File: src/rtl/freq_meter_pkg.sv
// freq_meter_pkg
//   Shared definitions for the frequency meter:
//   - DEFAULT_CLK_HZ : default system clock frequency in Hz
//   - SYNC_STAGES    : depth of the sig_in metastability synchronizer
//   - state_t        : gate-control FSM states (IDLE / GATE / DONE)
package freq_meter_pkg;

  localparam int unsigned DEFAULT_CLK_HZ = 50_000_000;

  // Two flops is enough for a single-bit level crossing into clk.
  localparam int unsigned SYNC_STAGES = 2;

  typedef enum logic [1:0] {
    IDLE = 2'd0,  // waiting for start or cont
    GATE = 2'd1,  // gate window open, counting edge pulses
    DONE = 2'd2   // single cycle: result published, valid high
  } state_t;

endpackage

File: src/rtl/freq_meter_sync_edge.sv
// sync_edge
//   Brings an asynchronous level into the clk domain and emits a single-cycle
//   pulse for each rising edge.
//
//   Ports
//     clk   : system clock, rising-edge active
//     rst_n : asynchronous active-low reset, clears every flop
//     d     : asynchronous input level
//     rise  : one-cycle pulse, high in the third clk cycle after d rises
//             (two synchronizer flops plus a registered edge detector)
module sync_edge (
  input  logic clk,
  input  logic rst_n,
  input  logic d,
  output logic rise
);

  logic sync1_reg;    // metastability capture flop
  logic sync2_reg;    // first clean sample
  logic sync2_d_reg;  // previous clean sample, for edge detection
  logic rise_reg;

  always_ff @(posedge clk or negedge rst_n) begin
    if (!rst_n) begin
      sync1_reg   <= 1'b0;
      sync2_reg   <= 1'b0;
      sync2_d_reg <= 1'b0;
      rise_reg    <= 1'b0;
    end else begin
      sync1_reg   <= d;
      sync2_reg   <= sync1_reg;
      sync2_d_reg <= sync2_reg;
      // Registered so the pulse is glitch-free and has a fixed latency.
      rise_reg    <= sync2_reg & ~sync2_d_reg;
    end
  end

  assign rise = rise_reg;

endmodule

File: src/rtl/freq_meter.sv
// freq_meter
//   Counts rising edges of an asynchronous signal over a gate window of
//   GATE_CYCLES clk cycles. One-shot (start) or continuous (cont) operation,
//   with one cycle of dead time between back-to-back gates.
//
//   Parameters
//     CLK_HZ      : clk frequency in Hz
//     GATE_CYCLES : gate window length in clk cycles (>= 2)
//     CNT_W       : width of the edge counter and of freq
//
//   Ports
//     clk    : system clock, rising-edge active
//     rst_n  : asynchronous active-low reset
//     sig_in : measured signal, asynchronous to clk
//     start  : one-cycle request for a single measurement (ignored while busy)
//     cont   : continuous mode, re-arm automatically after every gate
//     busy   : high while a gate window is open
//     freq   : rising-edge count of the last completed gate
//     valid  : one-cycle pulse in the cycle freq/ovf update
//     ovf    : the last completed gate's count saturated
module freq_meter
  import freq_meter_pkg::*;
#(
  parameter int unsigned CLK_HZ      = DEFAULT_CLK_HZ,
  parameter int unsigned GATE_CYCLES = CLK_HZ,
  parameter int unsigned CNT_W       = 32
) (
  input  logic             clk,
  input  logic             rst_n,
  input  logic             sig_in,
  input  logic             start,
  input  logic             cont,
  output logic             busy,
  output logic [CNT_W-1:0] freq,
  output logic             valid,
  output logic             ovf
);

  localparam int unsigned GW = $clog2(GATE_CYCLES);

  // Elaboration-time parameter checks.
  generate
    if (GATE_CYCLES < 2) begin : g_bad_gate
      $error("freq_meter: GATE_CYCLES must be at least 2");
    end
    if (CNT_W < 1) begin : g_bad_cnt_w
      $error("freq_meter: CNT_W must be at least 1");
    end
  endgenerate

  localparam logic [GW-1:0]    GATE_LAST = GW'(GATE_CYCLES - 1);
  localparam logic [CNT_W-1:0] CNT_MAX   = '1;

  // ---------------------------------------------------------------------
  // Input synchronizer and rising-edge detector
  // ---------------------------------------------------------------------
  logic edge_pulse;

  sync_edge u_sync_edge (
    .clk   (clk),
    .rst_n (rst_n),
    .d     (sig_in),
    .rise  (edge_pulse)
  );

  // ---------------------------------------------------------------------
  // State
  // ---------------------------------------------------------------------
  state_t           state_reg,    state_next;
  logic [GW-1:0]    gate_cnt_reg, gate_cnt_next;
  logic [CNT_W-1:0] edge_cnt_reg, edge_cnt_next;
  logic             ovf_flag_reg, ovf_flag_next;  // sticky, current gate
  logic [CNT_W-1:0] freq_reg,     freq_next;
  logic             ovf_reg,      ovf_next;

  // Edge count and overflow flag including this cycle's pulse. The counter
  // holds at CNT_MAX; a pulse arriving while it is already there is what
  // marks the gate as overflowed.
  logic [CNT_W-1:0] edge_acc;
  logic             flag_acc;

  always_comb begin
    edge_acc = edge_cnt_reg;
    flag_acc = ovf_flag_reg;
    if (edge_pulse) begin
      if (edge_cnt_reg == CNT_MAX) begin
        flag_acc = 1'b1;
      end else begin
        edge_acc = edge_cnt_reg + 1'b1;
      end
    end
  end

  // Next-state and datapath control.
  always_comb begin
    state_next    = state_reg;
    gate_cnt_next = gate_cnt_reg;
    edge_cnt_next = edge_cnt_reg;
    ovf_flag_next = ovf_flag_reg;
    freq_next     = freq_reg;
    ovf_next      = ovf_reg;

    case (state_reg)
      IDLE: begin
        // An edge pulse in this cycle is deliberately dropped: counting
        // starts with the first GATE cycle.
        if (start || cont) begin
          state_next    = GATE;
          gate_cnt_next = '0;
          edge_cnt_next = '0;
          ovf_flag_next = 1'b0;
        end
      end

      GATE: begin
        edge_cnt_next = edge_acc;
        ovf_flag_next = flag_acc;
        if (gate_cnt_reg == GATE_LAST) begin
          // Publish on the way into DONE so freq/ovf are already the new
          // values while valid is high. The last gate cycle's pulse is
          // included through edge_acc/flag_acc.
          state_next = DONE;
          freq_next  = edge_acc;
          ovf_next   = flag_acc;
        end else begin
          gate_cnt_next = gate_cnt_reg + 1'b1;
        end
      end

      DONE: begin
        // The single dead cycle: a pulse here belongs to no gate.
        if (start || cont) begin
          state_next    = GATE;
          gate_cnt_next = '0;
          edge_cnt_next = '0;
          ovf_flag_next = 1'b0;
        end else begin
          state_next = IDLE;
        end
      end

      default: begin
        state_next = IDLE;
      end
    endcase
  end

  always_ff @(posedge clk or negedge rst_n) begin
    if (!rst_n) begin
      state_reg    <= IDLE;
      gate_cnt_reg <= '0;
      edge_cnt_reg <= '0;
      ovf_flag_reg <= 1'b0;
      freq_reg     <= '0;
      ovf_reg      <= 1'b0;
    end else begin
      state_reg    <= state_next;
      gate_cnt_reg <= gate_cnt_next;
      edge_cnt_reg <= edge_cnt_next;
      ovf_flag_reg <= ovf_flag_next;
      freq_reg     <= freq_next;
      ovf_reg      <= ovf_next;
    end
  end

  // start is only looked at in IDLE/DONE, so a start while busy is dropped.
  assign busy  = (state_reg == GATE);
  assign valid = (state_reg == DONE);
  assign freq  = freq_reg;
  assign ovf   = ovf_reg;

endmodule
File: config.mk
export PLATFORM = sky130hd
export DESIGN_NAME = freq_meter
export DESIGN_NICKNAME = d
export VERILOG_FILES = /design/src/rtl/freq_meter_pkg.sv /design/src/rtl/freq_meter_sync_edge.sv /design/src/rtl/freq_meter.sv
export SDC_FILE = /design/constraint.sdc
export NUM_CORES = 1
export LEC_CHECK = 0
export ABC_AREA = 1
export CELL_PAD_IN_SITES_DETAIL_PLACEMENT = 0
export CELL_PAD_IN_SITES_GLOBAL_PLACEMENT = 1
export CORE_ASPECT_RATIO = 1.25
export CORE_MARGIN = 1
export CORE_UTILIZATION = 40
export DETAILED_ROUTE_END_ITERATION = 10
export HOLD_SLACK_MARGIN = 0.03
export PLACE_DENSITY_LB_ADDON = 0.1
export SLEW_MARGIN = 20
export SYNTH_ARGS = -nofsm -noshare
export SYNTH_HDL_FRONTEND = slang
export SYNTH_SLANG_ARGS = --single-unit
File: constraint.sdc
create_clock -name clk -period 2.12 [get_ports clk]
set_input_delay 0.424 -clock clk [delete_from_list [all_inputs] [get_ports clk]]
set_output_delay 0.424 -clock clk [all_outputs]
set_load 0.005 [all_outputs]
Word level (Yosys, flattened, before mapping)
Index checks and enable logic that the tools add are counted.

Flip-flop bits (word level): 98. Input port bits: 5.

Add/subtract/negate cells: 2. Eq/ne operators: 8. Muxes and demuxes: 15. Bitwise logic cells: 2. Reductions and logical operators: 8.

Operator list (count): two-way mux 32 bit (3); one-hot mux 32 bit (2 select lines) (1); two-way mux 26 bit (2); one-hot mux 26 bit (2 select lines) (1); adder 32 x 1 -> 32 bit, second input constant (1); == test 32 bit, second input constant (1); adder 26 x 1 -> 26 bit, second input constant (1); == test 26 bit, second input constant (1); one-hot mux 2 bit (3 select lines) (1); AND reduction 2 bit (3); two-way mux 1 bit (4); two-way mux 2 bit (2); inequality test 2 x 1 -> 1 bit, second input constant (2); inequality test 2 bit, second input constant (2); AND reduction 3 bit (1); == test 2 x 1 -> 1 bit, second input constant (1); == test 2 bit, second input constant (1); logical NOT 2 bit (1); one-hot mux 1 bit (2 select lines) (1); nonzero test 2 bit (1); OR reduction 2 bit (1); AND 1 bit (1); logical OR 1 bit (1); NOT 1 bit (1).

Longest topological paths before layout
Depth in word-level cells: 4. Mapped depth: 12.

By module
A second synthesis with hierarchy kept.

Cells, all modules: 906. Area total of the unflattened synthesis: 5997.0 µm².

By module, submodules not included: freq_meter (instances 1, cells an instance 900, area an instance 5886.9 µm², seq. area each 2352.3 µm²); sync_edge (instances 1, cells an instance 6, area an instance 110.1 µm², seq. area each 100.1 µm²).

Worst setup path before layout
Ideal clock, no wire load.

Path type: reg-to-reg. From: reg gate_cnt_reg[0]. To: reg freq_reg[24], in the netlist freq[24]. Arrival: 1.659 ns. Data required time: 2.002 ns. Setup slack: 0.343 ns. Cell stages (with the launch flop): 12. Buffers on the path: 1. Period minus slack after synthesis: 1.777 ns. Cells stage by stage: dfrtp_1 > ha_1 > inv_1 > nor2_4 > inv_2 > nor2_8 > nand4_4 > nor2_4 > inv_2 > buf_6 > nand2_1 > nand2_1.

Word-level cells in the longest chain between the ends: 2.

RTL lines: from (decl) (line freq_meter.sv:70) `logic [GW-1:0] gate_cnt_reg, gate_cnt_next;`; from (signal assigned) (line freq_meter.sv:158) `gate_cnt_reg <= gate_cnt_next;`; == test 26 bit (line freq_meter.sv:118) `if (gate_cnt_reg == GATE_LAST) begin`; AND reduction 2 bit (no source line); to (signal assigned) (line freq_meter.sv:161) `freq_reg <= freq_next;`; to (decl) (line freq_meter.sv:73) `logic [CNT_W-1:0] freq_reg, freq_next;`.

No other way between the ends. A chain may end at the register's enable or synchronous reset.

Worst setup path after layout
From: reg state_reg[0]. To: out busy.

Word-level cells in the longest chain between the ends: 1.

RTL lines: from (decl) (line freq_meter.sv:69) `state_t state_reg, state_next;`; from (signal assigned) (line freq_meter.sv:157) `state_reg <= state_next;`; == test 2 x 1 -> 1 bit (line freq_meter.sv:167) `assign busy = (state_reg == GATE);`; to (decl) (line freq_meter.sv:33) `output logic busy,`.

No other way between the ends.

==> flow_metrics.env <==
export IMPL_status="finished, violations left"
export IMPL_violations="DRC"
export IMPL_cts_tree="yes"
export IMPL_antenna_left=0
export IMPL_holdWs_ps=38.2
export IMPL_cp_max_fo=7
export IMPL_hold_violations=0
export IMPL_combPwrFrac=0.131
export IMPL_viasPerCell=5.05
export IMPL_worst_setup_path_start_kind="flop"
export IMPL_grt_overflow=0
export IMPL_grt_antenna_before_repair=0
export IMPL_layout_common_cells="nand2_1, nor2_1, nand3_1"
export IMPL_netlist_instances=913
export IMPL_drc=2
export IMPL_synth_top_cell_area_share=0.406
export IMPL_p_seq_frac=0.478
export IMPL_tightest_slew_ps=521
export IMPL_critical_path_class="flop to primary output"
export IMPL_grt_pass1_vias=5805
export IMPL_leakage_nw=3.70
export IMPL_worstPathCellList="inv_1 -> nor2_4 -> clkdlybuf4s50_1"
export IMPL_fin_util=0.489
export IMPL_die_h_um=139
export IMPL_synth_compound_area_frac=0.0275
export IMPL_htreeDepth=3
export IMPL_ir_drop_mv=0.374
export IMPL_netSwitchingPower_mw=1.24
export IMPL_grtUsageTotal=0.237
export IMPL_layout_commonest_cell="nand2_1"
export IMPL_clk_latency_ps=360
export IMPL_clkPwrFrac=0.391
export IMPL_fin_nets=976
export IMPL_crit_slowest_cell="clkdlybuf4s50_1"
export IMPL_gp_congestion=0.950
export IMPL_drtIter0Drc=272
export IMPL_die_area_sq_mm=0.0156
export IMPL_clock_skew_ps=11.2
export IMPL_wl_per_cell_um=15.2
export IMPL_syn_nets=920
export IMPL_clock_sinks=98
export IMPL_postSynthAreaPerCell_sq_um=6.62
export IMPL_synth_top_family_by_area="simple AND/OR/NAND/NOR gates"
export IMPL_clock_path_buffers=2
export IMPL_die_width_um=112
export IMPL_crit_start="state_reg[0]"
export IMPL_mappedNetlistArea_sq_mm=0.00604
export IMPL_synth_fa_ha_area_frac=0.00414
export IMPL_max_slew_margin=0.652
export IMPL_ys_seq_elements=98
export IMPL_reg2reg_from="gate_cnt_reg[0]"
export IMPL_synth_mux_area_frac=0
export IMPL_place_hpwl_um=13000
export IMPL_worstRegToRegCells=11
export IMPL_final_layout_size_suffix_gt1_frac=0.0842
export IMPL_diodes=0
export IMPL_firstDrtPassIters=7
export IMPL_cellInternalPower_mw=3.11
export IMPL_vias=5816
export IMPL_synth_area_top_cells="dfrtp_1, nand2_1, nand3_1"
export IMPL_grt_first_pass_wirelength_um=28800
export IMPL_maxCapViolations=0
export IMPL_slowest_delay_ps=570
export IMPL_grt_max_degree=46
export IMPL_initial_core_util=0.414
export IMPL_reg2reg_to="freq[25]"
export IMPL_cts_root_buf="clkbuf_16"
export IMPL_coreArea_sq_mm=0.0146
export IMPL_cp_end_kind="primary output"
export IMPL_routed_wl_um=17500
export IMPL_arrival_ps=1620
export IMPL_required_ps=1700
export IMPL_period_minus_slack_ps=2040
export IMPL_synth_xor_area_frac=0.0304
export IMPL_area_growth_pct=18.1
export IMPL_io_pins=40
export IMPL_cts_made_buffers=9
export IMPL_maxSlewViolCount=0
export IMPL_hold_class="input port to async pin"
export IMPL_reg2reg_setup_slack_ps=120
export IMPL_p_sw_frac=0.286
export IMPL_port_buffers=39
export IMPL_synthDistinctLibCells=31
export IMPL_period_share=0.964
export IMPL_path_clk_slew_ps=70
export IMPL_ys_warn_count=0
export IMPL_yosys_area_top_type="dfrtp_1"
export IMPL_yosysSeqAreaShare=0.406
export IMPL_fp_row_count=49
export IMPL_max_freq_mhz=489
export IMPL_yosys_area_share_simple=0.459
export IMPL_setup_violations=0
export IMPL_power_density_mw_per_mm2=610
-- worst max-delay path, delay by kind of cell, from the launching register on --
family	cells	cell delay [ps]
flops	1	470
simple gates	1	110
buf+inv	2	680
-- cells by family (layout without fill, tap and decap cells) --
kind of cell,Yosys count,after routing
flip-flops,98,98
buffers and inverters,98,159
adder cells (fa/ha/maj),2,2
AO/OA/AOI/OAI,28,28
AND/OR/NAND/NOR,666,666
XOR/XNOR,21,21
-- timing repair --
| action | CTS | global route |
|---|---|---|
| pin swaps | 0 | 2 |
| setup buffers | 0 | 6 |
| hold buffers | 0 | 0 |
| gates cloned | 0 | 1 |
| resized for setup | 1 | 11 |
| endpoints found under the setup margin | 1 | 72 |
-- stage by stage --
step	instance area, sq um	power [mW]	setup WS [ps]	TNS (ps)	instances
finish	7130	4.35	76.4	0	1152
global route	7130	4.59	-5.14	-9.34	1152
CTS	7030	4.39	0.137	0	1145
detailed placement	6730	2.68	20.3	0	1129
global placement	6730	2.66	81.7	0	1129
floorplan	6040	2.48	343	0	913
-- routing by layer --
metal,up-vias,global-route usage,part of all wire,wire length (um)
met5,-,0,0,0
met4,0,0.119,0.036,635
met3,39,0.0392,0.026,460
met2,95,0.426,0.52,9140
met1,2722,0.268,0.41,7230
li1,2960,-,-,-
-- how the worst max path moves through the flow --
stage | slack, ps | endpoint
after floorplan | 340 | freq[24]
after global placement | 80 | freq[25]
after detailed placement | 20 | freq[25]
after CTS | 0.1 | freq[25]
after global routing | -5 | freq[25]
final | 80 | busy
-- area by class of cell --
cell class | count | area (sq um)
timing repair buffer | 73 | 711
clock inverter | 6 | 63.8
fill | 1513 | 7460
multi-input combinational | 717 | 3180
sequential | 98 | 2450
clock buffer | 10 | 239
tap | 178 | 223
inverter | 70 | 268
-- Yosys cell counts (all sizes together) --
cell type	instances
o21ai	25
xor2	17
nand3b	2
a21oi	3
inv	68
xnor2	4
nor3	5
ha	2
buf	16
clkinv	2
dfrtp	98
or2	1
nand3	103
nand2	421
clkbuf	12
nand4	12
nor2	122
-- power by group through the flow --
stage | Sequential, mW | Clock, mW | Combinational [mW]
2_1_floorplan | 2.08 | 0 | 0.401
3_3_place_gp | 2.11 | 0 | 0.548
3_5_place_dp | 2.12 | 0 | 0.560
4_1_cts | 2.08 | 1.75 | 0.563
5_1_grt | 2.09 | 1.82 | 0.672
6_report | 2.08 | 1.70 | 0.572
Note: power is estimated with default switching activity, not from simulation.
